**config.mk**
```make
export PLATFORM = sky130hd
export DESIGN_NAME = mc_control
export DESIGN_NICKNAME = d
export VERILOG_FILES = /design/src/rtl/mc_pkg.sv /design/src/rtl/mc_control.sv
export SDC_FILE = /design/constraint.sdc
export NUM_CORES = 1
export LEC_CHECK = 0
export CAP_MARGIN = 40
export CORE_MARGIN = 3
export CORE_UTILIZATION = 50
export CTS_CLUSTER_SIZE = 25
export DETAILED_ROUTE_END_ITERATION = 8
export PLACE_DENSITY_LB_ADDON = 0.25
export SLEW_MARGIN = 20
export SYNTH_ARGS = -nofsm -noshare
export SYNTH_HDL_FRONTEND = slang
export SYNTH_SLANG_ARGS = --single-unit
```
**constraint.sdc**
```tcl
create_clock -name clk -period 2.82 [get_ports clk]
set_clock_uncertainty 0.05 [all_clocks]
set_input_delay 0.846 -clock clk [delete_from_list [all_inputs] [get_ports clk]]
set_output_delay 0.846 -clock clk [all_outputs]
set_load 0.005 [all_outputs]
```
**src/rtl/mc_pkg.sv**
```systemverilog
// Shared encodings for the multicycle main control unit and the downstream ALU control decoder.
// Holds state codes, opcodes, aluop codes, mux-select encodings and the decode-stage dispatch.
package mc_pkg;

    typedef enum logic [3:0] {
        ST_IDLE     = 4'd0,
        ST_FETCH    = 4'd1,
        ST_DECODE   = 4'd2,
        ST_MEMADR   = 4'd3,
        ST_MEMRD    = 4'd4,
        ST_MEMWB    = 4'd5,
        ST_MEMWR    = 4'd6,
        ST_RTYPE_EX = 4'd7,
        ST_RTYPE_WB = 4'd8,
        ST_BEQ_EX   = 4'd9,
        ST_ADDI_EX  = 4'd10,
        ST_ADDI_WB  = 4'd11,
        ST_JUMP     = 4'd12,
        ST_TRAP     = 4'd13
    } state_t;

    localparam logic [5:0] OP_RTYPE = 6'b000000;
    localparam logic [5:0] OP_LW    = 6'b100011;
    localparam logic [5:0] OP_SW    = 6'b101011;
    localparam logic [5:0] OP_BEQ   = 6'b000100;
    localparam logic [5:0] OP_ADDI  = 6'b001000;
    localparam logic [5:0] OP_J     = 6'b000010;

    localparam logic [1:0] ALUOP_ADD   = 2'b00;
    localparam logic [1:0] ALUOP_SUB   = 2'b01;
    localparam logic [1:0] ALUOP_FUNCT = 2'b10;

    localparam logic [1:0] SRCB_B       = 2'b00;
    localparam logic [1:0] SRCB_FOUR    = 2'b01;
    localparam logic [1:0] SRCB_IMM     = 2'b10;
    localparam logic [1:0] SRCB_IMM_SH2 = 2'b11;

    localparam logic [1:0] PCSRC_ALU    = 2'b00;
    localparam logic [1:0] PCSRC_ALUOUT = 2'b01;
    localparam logic [1:0] PCSRC_JUMP   = 2'b10;

    // Dispatch from DECODE; anything unrecognised is trapped.
    function automatic state_t decode_dispatch(input logic [5:0] op);
        state_t nxt;
        case (op)
            OP_LW, OP_SW: nxt = ST_MEMADR;
            OP_RTYPE:     nxt = ST_RTYPE_EX;
            OP_BEQ:       nxt = ST_BEQ_EX;
            OP_ADDI:      nxt = ST_ADDI_EX;
            OP_J:         nxt = ST_JUMP;
            default:      nxt = ST_TRAP;
        endcase
        return nxt;
    endfunction

endpackage

```
**src/rtl/mc_control.sv**
```systemverilog
// Multicycle MIPS-style main control: Moore FSM stepping fetch/decode/execute/memory/writeback,
// with memory-ready stalls and a retired-instruction counter.
module mc_control
    import mc_pkg::*;
#(
    parameter int CNT_W = 32
) (
    input  logic             clk,
    input  logic             rst_n,
    input  logic [5:0]       opcode,
    input  logic             zero,
    input  logic             mem_ready,
    output logic             pc_write,
    output logic             iord,
    output logic             mem_read,
    output logic             mem_write,
    output logic             ir_write,
    output logic             reg_dst,
    output logic             mem_to_reg,
    output logic             reg_write,
    output logic             alu_src_a,
    output logic [1:0]       alu_src_b,
    output logic [1:0]       aluop,
    output logic [1:0]       pc_src,
    output logic             instr_done,
    output logic             illegal,
    output logic [CNT_W-1:0] instr_count,
    output logic [3:0]       state_o
);

    state_t           state_q, state_d;
    logic [CNT_W-1:0] count_q, count_d;

    // Next-state selection; memory states hold until mem_ready.
    always_comb begin
        state_d = ST_IDLE;
        case (state_q)
            ST_IDLE:     state_d = ST_FETCH;
            ST_FETCH:    state_d = mem_ready ? ST_DECODE : ST_FETCH;
            ST_DECODE:   state_d = decode_dispatch(opcode);
            ST_MEMADR:   state_d = (opcode == OP_SW) ? ST_MEMWR : ST_MEMRD;
            ST_MEMRD:    state_d = mem_ready ? ST_MEMWB : ST_MEMRD;
            ST_MEMWB:    state_d = ST_FETCH;
            ST_MEMWR:    state_d = mem_ready ? ST_FETCH : ST_MEMWR;
            ST_RTYPE_EX: state_d = ST_RTYPE_WB;
            ST_RTYPE_WB: state_d = ST_FETCH;
            ST_BEQ_EX:   state_d = ST_FETCH;
            ST_ADDI_EX:  state_d = ST_ADDI_WB;
            ST_ADDI_WB:  state_d = ST_FETCH;
            ST_JUMP:     state_d = ST_FETCH;
            ST_TRAP:     state_d = ST_FETCH;
            default:     state_d = ST_IDLE;
        endcase
    end

    // State register.
    always_ff @(posedge clk or negedge rst_n) begin
        if (!rst_n) begin
            state_q <= ST_IDLE;
        end else begin
            state_q <= state_d;
        end
    end

    // Output decode from state; only ir_write, pc_write and MEMWR retire look at inputs.
    always_comb begin
        pc_write   = 1'b0;
        iord       = 1'b0;
        mem_read   = 1'b0;
        mem_write  = 1'b0;
        ir_write   = 1'b0;
        reg_dst    = 1'b0;
        mem_to_reg = 1'b0;
        reg_write  = 1'b0;
        alu_src_a  = 1'b0;
        alu_src_b  = SRCB_B;
        aluop      = ALUOP_ADD;
        pc_src     = PCSRC_ALU;
        instr_done = 1'b0;
        illegal    = 1'b0;
        case (state_q)
            ST_FETCH: begin
                mem_read  = 1'b1;
                alu_src_b = SRCB_FOUR;
                ir_write  = mem_ready;
                pc_write  = mem_ready;
            end
            ST_DECODE: begin
                alu_src_b = SRCB_IMM_SH2;
            end
            ST_MEMADR, ST_ADDI_EX: begin
                alu_src_a = 1'b1;
                alu_src_b = SRCB_IMM;
            end
            ST_MEMRD: begin
                iord     = 1'b1;
                mem_read = 1'b1;
            end
            ST_MEMWB: begin
                reg_write  = 1'b1;
                mem_to_reg = 1'b1;
                instr_done = 1'b1;
            end
            ST_MEMWR: begin
                iord       = 1'b1;
                mem_write  = 1'b1;
                instr_done = mem_ready;
            end
            ST_RTYPE_EX: begin
                alu_src_a = 1'b1;
                aluop     = ALUOP_FUNCT;
            end
            ST_RTYPE_WB: begin
                reg_write  = 1'b1;
                reg_dst    = 1'b1;
                instr_done = 1'b1;
            end
            ST_BEQ_EX: begin
                alu_src_a  = 1'b1;
                aluop      = ALUOP_SUB;
                pc_src     = PCSRC_ALUOUT;
                pc_write   = zero;
                instr_done = 1'b1;
            end
            ST_ADDI_WB: begin
                reg_write  = 1'b1;
                instr_done = 1'b1;
            end
            ST_JUMP: begin
                pc_src     = PCSRC_JUMP;
                pc_write   = 1'b1;
                instr_done = 1'b1;
            end
            ST_TRAP: begin
                illegal    = 1'b1;
                instr_done = 1'b1;
            end
            default: begin
                pc_write = 1'b0;
            end
        endcase
    end

    // Retire counter wraps freely.
    always_comb begin
        if (instr_done) begin
            count_d = count_q + {{(CNT_W-1){1'b0}}, 1'b1};
        end else begin
            count_d = count_q;
        end
    end

    // Counter register.
    always_ff @(posedge clk or negedge rst_n) begin
        if (!rst_n) begin
            count_q <= {CNT_W{1'b0}};
        end else begin
            count_q <= count_d;
        end
    end

    assign instr_count = count_q;
    assign state_o     = state_q;

endmodule

```
**Word-level counts from Yosys, hierarchy flattened**

Index checks and enable logic that the tools add are counted.

- Muxes and demuxes: 20
- Add/sub/neg operators: 1
- Equality and inequality tests: 18
- Reductions and logical operators: 10

Operators with widths:

| operator | count |
|---|---|
| 32-bit by 1-bit adder with 32-bit output, second input constant | 1 |
| 4-bit one-hot mux with 8 select lines | 1 |
| 4-bit == test, second input constant | 6 |
| 4-bit one-hot mux with 5 select lines | 1 |
| 4-bit by 3-bit == test with 1-bit output, second input constant | 4 |
| 6-bit == test, second input constant | 2 |
| 1-bit two-way mux | 10 |
| 4-bit by 2-bit == test with 1-bit output, second input constant | 2 |
| 2-bit one-hot mux with 2 select lines | 2 |
| 2-bit OR reduction | 4 |
| 7-bit OR reduction | 1 |
| 6-bit by 2-bit == test with 1-bit output, second input constant | 1 |
| 6-bit by 3-bit == test with 1-bit output, second input constant | 1 |
| 6-bit by 4-bit == test with 1-bit output, second input constant | 1 |
| 6-bit zero test | 1 |
| 2-bit one-hot mux with 3 select lines | 1 |
| 6-bit OR reduction | 1 |
| 4-bit by 1-bit == test with 1-bit output, second input constant | 1 |
| 4-bit zero test | 1 |
| 2-bit two-way mux | 2 |
| 4-bit OR reduction | 1 |
| 3-bit two-way mux | 1 |
| 1-bit one-hot mux with 3 select lines | 1 |
| 3-bit OR reduction | 1 |
| 1-bit one-hot mux with 2 select lines | 1 |

- Logic and storage cells: 51
- Register bits after elaboration: 36
- Output and inout bits: 53

**Longest topological paths before layout**

Gate-level depths: netlist of run 1.

- Depth after elaboration: 4
- Gate-level depth with buffers: 7
- Gate-level depth less buffers: 6

**Least setup slack after synthesis of run 1**

No wires, ideal clock.

- Path type: input to output
- Start: in mem_ready
- End: out instr_done
- Data arrival time: 1.614 ns
- Cell stages on the path: 4
- Setup slack: 0.310 ns
- Cells stage by stage: and4bb_1 > o21a_2 > nor2_2 > inv_2

- Longest elaborated chain between the ends: 1

Ends and longest elaborated chain:

| item | RTL line | text |
|---|---|---|
| start, declared | mc_control.sv:12 | `input logic mem_ready,` |
| 1-bit one-hot mux with 2 select lines | mc_control.sv:81 | `case (state_q)` |
| end, declared | mc_control.sv:25 | `output logic instr_done,` |

Every way passes these cells.

**Worst setup path after layout of run 1**

- Start: in mem_ready
- End: out pc_write

- Longest elaborated chain between the ends: 1

Ends and longest elaborated chain:

| item | RTL line | text |
|---|---|---|
| 1-bit one-hot mux with 3 select lines | mc_control.sv:81 |  |
| end, declared | mc_control.sv:13 | `output logic pc_write,` |

Every way passes these cells.

==> results.ini, run 1 <==
[pwr]
p_seq_share_pct=34.7
intPower_mw=1.32
power_switching_uw=655
comb_power_share_pct=42.5
ir_worst_vdd_uv=426
swShare_pct=33.2
p_leak_nw=1.36
cellPowerDensity_mw_per_mm2=674
p_clk_share_pct=22.8

[worst_setup_path]
crit_type=input pin to primary output
endpoint=pc_write
cp-start-kind=input pin
rr_worst_depth=9
rr_endpoint=instr_count[29]$_DFFE_PN0P_
crit_start=mem_ready
critPathMaxFanout=5
reg2reg_slack_ps=680
crit_required_ps=1920
cp.arrival_ps=1820
r2r_start=state_o[1]$_DFF_PN0_
critPathCaptureType=primary output

[finish]
antennaDiodeCount=0
synthToLayoutAreaGrowth_pct=45.1
drive_gt1_share_pct=15.7
fin_nets=303

[synthesis]
avgSynthCellArea_um2=9.62
synth-main-ff-cell=dfrtp_1
synth_seq_area_share_pct=44.6
yosys_register_bits=36
synth_cells=210
synthesis.area_mm2=0.00202
synth_warnings=0
yosysTopAreaCell=dfrtp_1
synth_top_area_share_pct=44.6
synthArstFlopShare_pct=100
synth-edff-count=0
yosysUniqueCellTypes=45
synthTopCellsByArea=dfrtp_1 (45%), xor2_1 (9.5%), xnor2_1 (4.8%)
synth_commonest_cells=dfrtp_1 (36), xor2_1 (22), nor2_1 (21), nand2_1 (19), nor3_1 (18)
post-synth-top-count-cell=dfrtp_1
synth_fp_nets=221

[job]
cap_violations=0

[floorplan]
io_pins=63
rows=22
core_area_mm2=0.00377
die-area_mm2=0.00484
initial_utilization_pct=53.6
die_w_um=69.6
dieHeight_um=69.6

[clock_network]
clk_pin_slew_ps=80
cts_tree=yes
h-tree-depth=2
postCtsHoldBufs=0
cts_buffers=5
clk_path_buf_depth=2
cts_root_buf=clkbuf_8
clock_sinks=36
insertion_delay_ps=290

[outcome]
status=completed

[timing]
worst_slack_ps=99.1
final_max_slew_viol_count=0
worstMarginPinSlew_ps=445
hold_viol=0
setup_viol=0
period_needed_ps=2720
post-route-period-util_pct=96.5
fmax_mhz=368
hold_ws_ps=424
relSlewSlack_pct=70.3

[placed_design]
gp_congestion=0.904
io_buffer_count=62
pre_cts_ws_ps=-388
hpwl_mm=3.52

[global_route]
grt_max_degree=37
overflow=0
grt_pass1_wl_mm=7.94
antenna_found_initial=0
grt_usage_pct=19.7
grt_pass1_vias=1728

[drt]
drc_errors=0
initialDrtViolationCount=88
ant_nets=0
wl_per_cell_um=14.1
dr.pass1.iters=4
num_vias=1823
wl_mm=4.80
drt-vias-per-instance=5.35

[worst_hold_path]
worstHoldStart=instr_count[31]$_DFFE_PN0P_
hp-class=register to register

[flip-flops by register name, indices dropped and copies added, names as in the netlist]
signal	flops
state_o	4
instr_count	32
[cells by family (layout without fill, tap and decap cells)]
kind of cell | Yosys count | after routing | share of synthesized area (%)
fa+ha+maj | 1 | 1 | 0.619
compound gates | 22 | 22 | 7.99
simple gates | 98 | 98 | 27.1
xor+xnor | 33 | 33 | 14.3
mux | 2 | 2 | 0.991
buf+inv | 18 | 101 | 4.40
flops | 36 | 36 | 44.6
[worst min path at each step]
stage | end | slack (ps) | depth (start not counted)
after floorplan | instr_count[31]$_DFFE_PN0P_ | 410 | 1
after global placement | instr_count[31]$_DFFE_PN0P_ | 410 | 1
after detailed placement | instr_count[31]$_DFFE_PN0P_ | 410 | 1
after CTS | instr_count[31]$_DFFE_PN0P_ | 430 | 1
after global routing | instr_count[31]$_DFFE_PN0P_ | 440 | 1
final | instr_count[31]$_DFFE_PN0P_ | 420 | 1
[worst max-delay path: stages]
cell and delay [ps]:
dlygate4sd2_1 250, buf_6 130, nand3_2 60, inv_1 50, a211o_1 230, dlygate4sd2_1 260
[metrics by stage]
stage | instance area (um^2) | TNS (ps) | power [mW] | util (%) | cells
2_1_floorplan | 2020 | 0 | 1.04 | - | 210
3_3_place_gp | 2760 | -880 | 1.47 | 73.2 | 327
3_5_place_dp | 2760 | -894 | 1.48 | 73.2 | 327
4_1_cts | 2880 | -18.8 | 1.93 | 76.3 | 335
5_1_grt | 2930 | -44.3 | 2.09 | 77.7 | 341
6_report | 2930 | 0 | 1.97 | 77.7 | 341
[placed cells by master, fill, tap and decap left out, types with 2 or more instances in the layout]
master	Yosys	layout
nor4_1	4	4
nand3_1	12	11
xor2_1	22	22
nor2b_1	3	3
clkdlybuf4s50_1	0	57
nor2_4	1	2
mux2i_1	2	2
nand4_1	5	5
inv_1	8	8
buf_4	1	19
nand2b_1	5	4
clkbuf_8	0	5
xnor2_1	11	11
dfrtp_2	0	2
nor2_1	21	20
clkbuf_2	0	2
a211oi_1	3	3
dfrtp_1	36	34
nor4_4	2	2
dlygate4sd2_1	0	3
nand2_1	19	19
a211o_1	2	2
o21ai_0	5	5
nand3_2	1	2
nor3_1	18	18
[power groups by stage]
stage / Sequential [mW] / Combinational, mW / Clock [mW]
final: 0.685 / 0.838 / 0.451
after global routing: 0.698 / 0.911 / 0.482
after CTS: 0.690 / 0.777 / 0.461
after detailed placement: 0.696 / 0.784 / 0
after global placement: 0.694 / 0.773 / 0
after floorplan: 0.650 / 0.395 / 0
[what timing repair did]
item,in CTS,in global routing
pin swaps,1,2
setup endpoints to repair,5,4
resized for setup,8,6
buffers inserted,0,6
[final cells by class]
cell class	instances	area (um^2)
multi-input combinational	156	1040
sequential	36	903
fill	259	841
timing repair buffer	83	773
clock buffer	5	68.8
tap	48	60.1
clock inverter	3	42.5
inverter	10	37.5
[metal layers]
| metal | global-route usage, % | wire [um] | up-vias |
|---|---|---|---|
| met5 | 0 | 0 | - |
| met4 | 6.51 | 74 | 0 |
| met3 | 4.20 | 253 | 9 |
| met2 | 32.3 | 2370 | 46 |
| met1 | 25.9 | 2100 | 885 |
| li1 | - | - | 883 |
(Power assumes the default switching activity.)
==> inputs of run 2 (changes only) <==
--- a/config.mk
+++ b/config.mk
@@ -11,6 +11,7 @@
 export CTS_CLUSTER_SIZE = 25
 export DETAILED_ROUTE_END_ITERATION = 8
 export PLACE_DENSITY_LB_ADDON = 0.25
+export SKIP_CTS_REPAIR_TIMING = 1
 export SLEW_MARGIN = 20
 export SYNTH_ARGS = -nofsm -noshare
 export SYNTH_HDL_FRONTEND = slang
==> results.ini, run 2 (same netlist as run 1, synthesis figures left out) <==
[clock_network]
h-tree-depth=2  ; unchanged
clk_pin_slew_ps=80  ; about the same
clk_path_buf_depth=2  ; unchanged
cts_tree=yes
insertion_delay_ps=290  ; about the same
clock_sinks=36  ; unchanged
cts_root_buf=clkbuf_8
cts_buffers=5  ; unchanged

[timing]
hold_viol=0  ; unchanged
worstMarginPinSlew_ps=445  ; -0.0873 ps
post-route-period-util_pct=95.9  ; -0.57 points
fin_tns_setup_ps=0  ; unchanged
hold_ws_ps=424  ; +0.0500 ps
setup_viol=0  ; unchanged
relSlewSlack_pct=70.3  ; about the same
fmax_mhz=370  ; +0.60%
final_max_slew_viol_count=0  ; unchanged
period_needed_ps=2700  ; -16.1 ps

[global_route]
grt_max_degree=37  ; unchanged
met3_usage_pct=4.06  ; -0.14 points
grt_usage_pct=19.6  ; -0.092 points
antenna_found_initial=0  ; unchanged
grt_pass1_vias=1714  ; -0.81%
met1_usage_pct=25.9  ; unchanged
busiest_layer=met2
met2_usage_pct=32.1  ; -0.21 points
grt_pass1_wl_mm=7.91  ; -0.43%
overflow=0  ; unchanged

[pwr]
comb_power_share_pct=42.4  ; about the same
cellPowerDensity_mw_per_mm2=673  ; about the same
p_seq_share_pct=34.8  ; about the same
p_clk_share_pct=22.8  ; about the same
intPower_mw=1.32  ; +0.31%
ir_worst_vdd_uv=427  ; +0.17%
power_switching_uw=653  ; -0.32%
p_leak_nw=1.38  ; +1.4%
swShare_pct=33.0  ; -0.14 points

[drt]
dr.pass1.iters=4  ; unchanged
ant_nets=0  ; unchanged
wl_per_cell_um=14.1  ; -0.23%
wl_mm=4.76  ; -0.81%
drc_errors=0  ; unchanged
initialDrtViolationCount=95  ; +8.0%
num_vias=1836  ; +0.71%
drt-vias-per-instance=5.42  ; +1.3%

[finish]
fillers=264  ; +1.9%
drive_gt1_share_pct=15.8  ; +0.11 points
antennaDiodeCount=0  ; unchanged
fin_nets=301  ; -0.66%
utilization_pct=77.8  ; +0.13 points
largest_reg_flops=32  ; unchanged
fin_cells=339  ; -0.59%
postLayoutCellArea_mm2=0.00294  ; +0.17%
final_common_cell=clkdlybuf4s50_1
synthToLayoutAreaGrowth_pct=45.4
mostFrequentLayoutCells=clkdlybuf4s50_1 (58), dfrtp_1 (33), xor2_1 (22)

[floorplan]
dieHeight_um=69.6  ; unchanged
initial_utilization_pct=53.6  ; unchanged
die-area_mm2=0.00484  ; unchanged
io_pins=63  ; unchanged
rows=22  ; unchanged
core_area_mm2=0.00377  ; unchanged
die_w_um=69.6  ; unchanged

[worst_hold_path]
hold_depth=1  ; unchanged
hp-class=register to register

[worst_setup_path]
cpMaxStageDelayCell=clkdlybuf4s50_1
slowest_delay_ps=540  ; +280 ps
cp.arrival_ps=1810  ; about the same
critPathTopFamily=buffers and inverters
crit_chain=clkbuf_2 > nand2b_1 > a211oi_1 > clkdlybuf4s50_1
cp.depth=4  ; -2
crit_required_ps=1920  ; about the same
critPathBufInv=2  ; -2
crit_type=register to primary output
critPathCaptureType=primary output
rr_worst_depth=7  ; -2
critPathMaxFanout=7  ; +2
cp-start-kind=register

[placed_design]
io_buffer_count=62  ; unchanged
gp_congestion=0.904  ; unchanged
hpwl_mm=3.52  ; unchanged
placed_area_mm2=0.00276  ; unchanged
placed_cells=327  ; unchanged

[outcome]
status=completed

[job]
cap_violations=0  ; unchanged

==> run 2: layout make-up <==
type | count | area [um^2] | area share, %
clock buffer | 5 | 68.8 | 2.34
multi-input combinational | 156 | 1050 | 35.7
clock inverter | 3 | 42.5 | 1.45
timing repair buffer | 81 | 774 | 26.4
tap | 48 | 60.1 | 2.05
sequential | 36 | 905 | 30.8
inverter | 10 | 37.5 | 1.28
==> run 2: worst paths after layout <==
check / end / slack [ps] / startpoint
max: mem_read / 120 / state_o[2]$_DFF_PN0_
min: instr_count[31]$_DFFE_PN0P_ / 420 / instr_count[31]$_DFFE_PN0P_
max reg2reg: instr_count[21]$_DFFE_PN0P_ / 800 / state_o[3]$_DFF_PN0_
min reg2reg: instr_count[31]$_DFFE_PN0P_ / 420 / instr_count[31]$_DFFE_PN0P_
max in group asynchronous: state_o[1]$_DFF_PN0_ / 1460 / rst_n
min in group asynchronous: instr_count[29]$_DFFE_PN0P_ / 920 / rst_n
==> run 2: through the flow <==
step | power [mW] | setup slack [ps]
after floorplan | 1.04 | 310
after global placement | 1.47 | -392
after detailed placement | 1.48 | -388
after CTS | 1.94 | -402
after global routing | 2.09 | -5.23
final | 1.98 | 115
==> run 2: worst reg2reg max path, cell delays in order (launching register included) <==
cell and delay, ps:
dfrtp_1 540, and4bb_1 260, o21a_2 230, buf_4 140
o211ai_2 280, buf_4 200, nor3_1 60, xor2_1 150
==> run 2: power groups by stage <==
stage,combinational (mW),sequential (mW),clock (mW)
floorplan,0.395,0.650,0
global placement,0.773,0.694,0
detailed placement,0.784,0.696,0
CTS,0.787,0.687,0.461
global route,0.910,0.700,0.482
finish,0.838,0.688,0.450
==> run 2: metal layers <==
| metal | share of wire [%] | vias to the layer above | wire length (um) |
|---|---|---|---|
| met5 | 0 | - | 0 |
| met2 | 49 | 66 | 2340 |
| li1 | - | 883 | - |
| met1 | 43 | 878 | 2040 |
| met3 | 6.3 | 9 | 302 |
| met4 | 1.6 | 0 | 75 |
==> inputs of run 3 (changes only) <==
--- a/config.mk
+++ b/config.mk
@@ -11,7 +11,6 @@
 export CTS_CLUSTER_SIZE = 25
 export DETAILED_ROUTE_END_ITERATION = 8
 export PLACE_DENSITY_LB_ADDON = 0.25
-export SKIP_CTS_REPAIR_TIMING = 1
 export SLEW_MARGIN = 20
 export SYNTH_ARGS = -nofsm -noshare
 export SYNTH_HDL_FRONTEND = slang
==> results of run 3 <==
No change in the layout: final DEF, timing and power equal those of run 1.
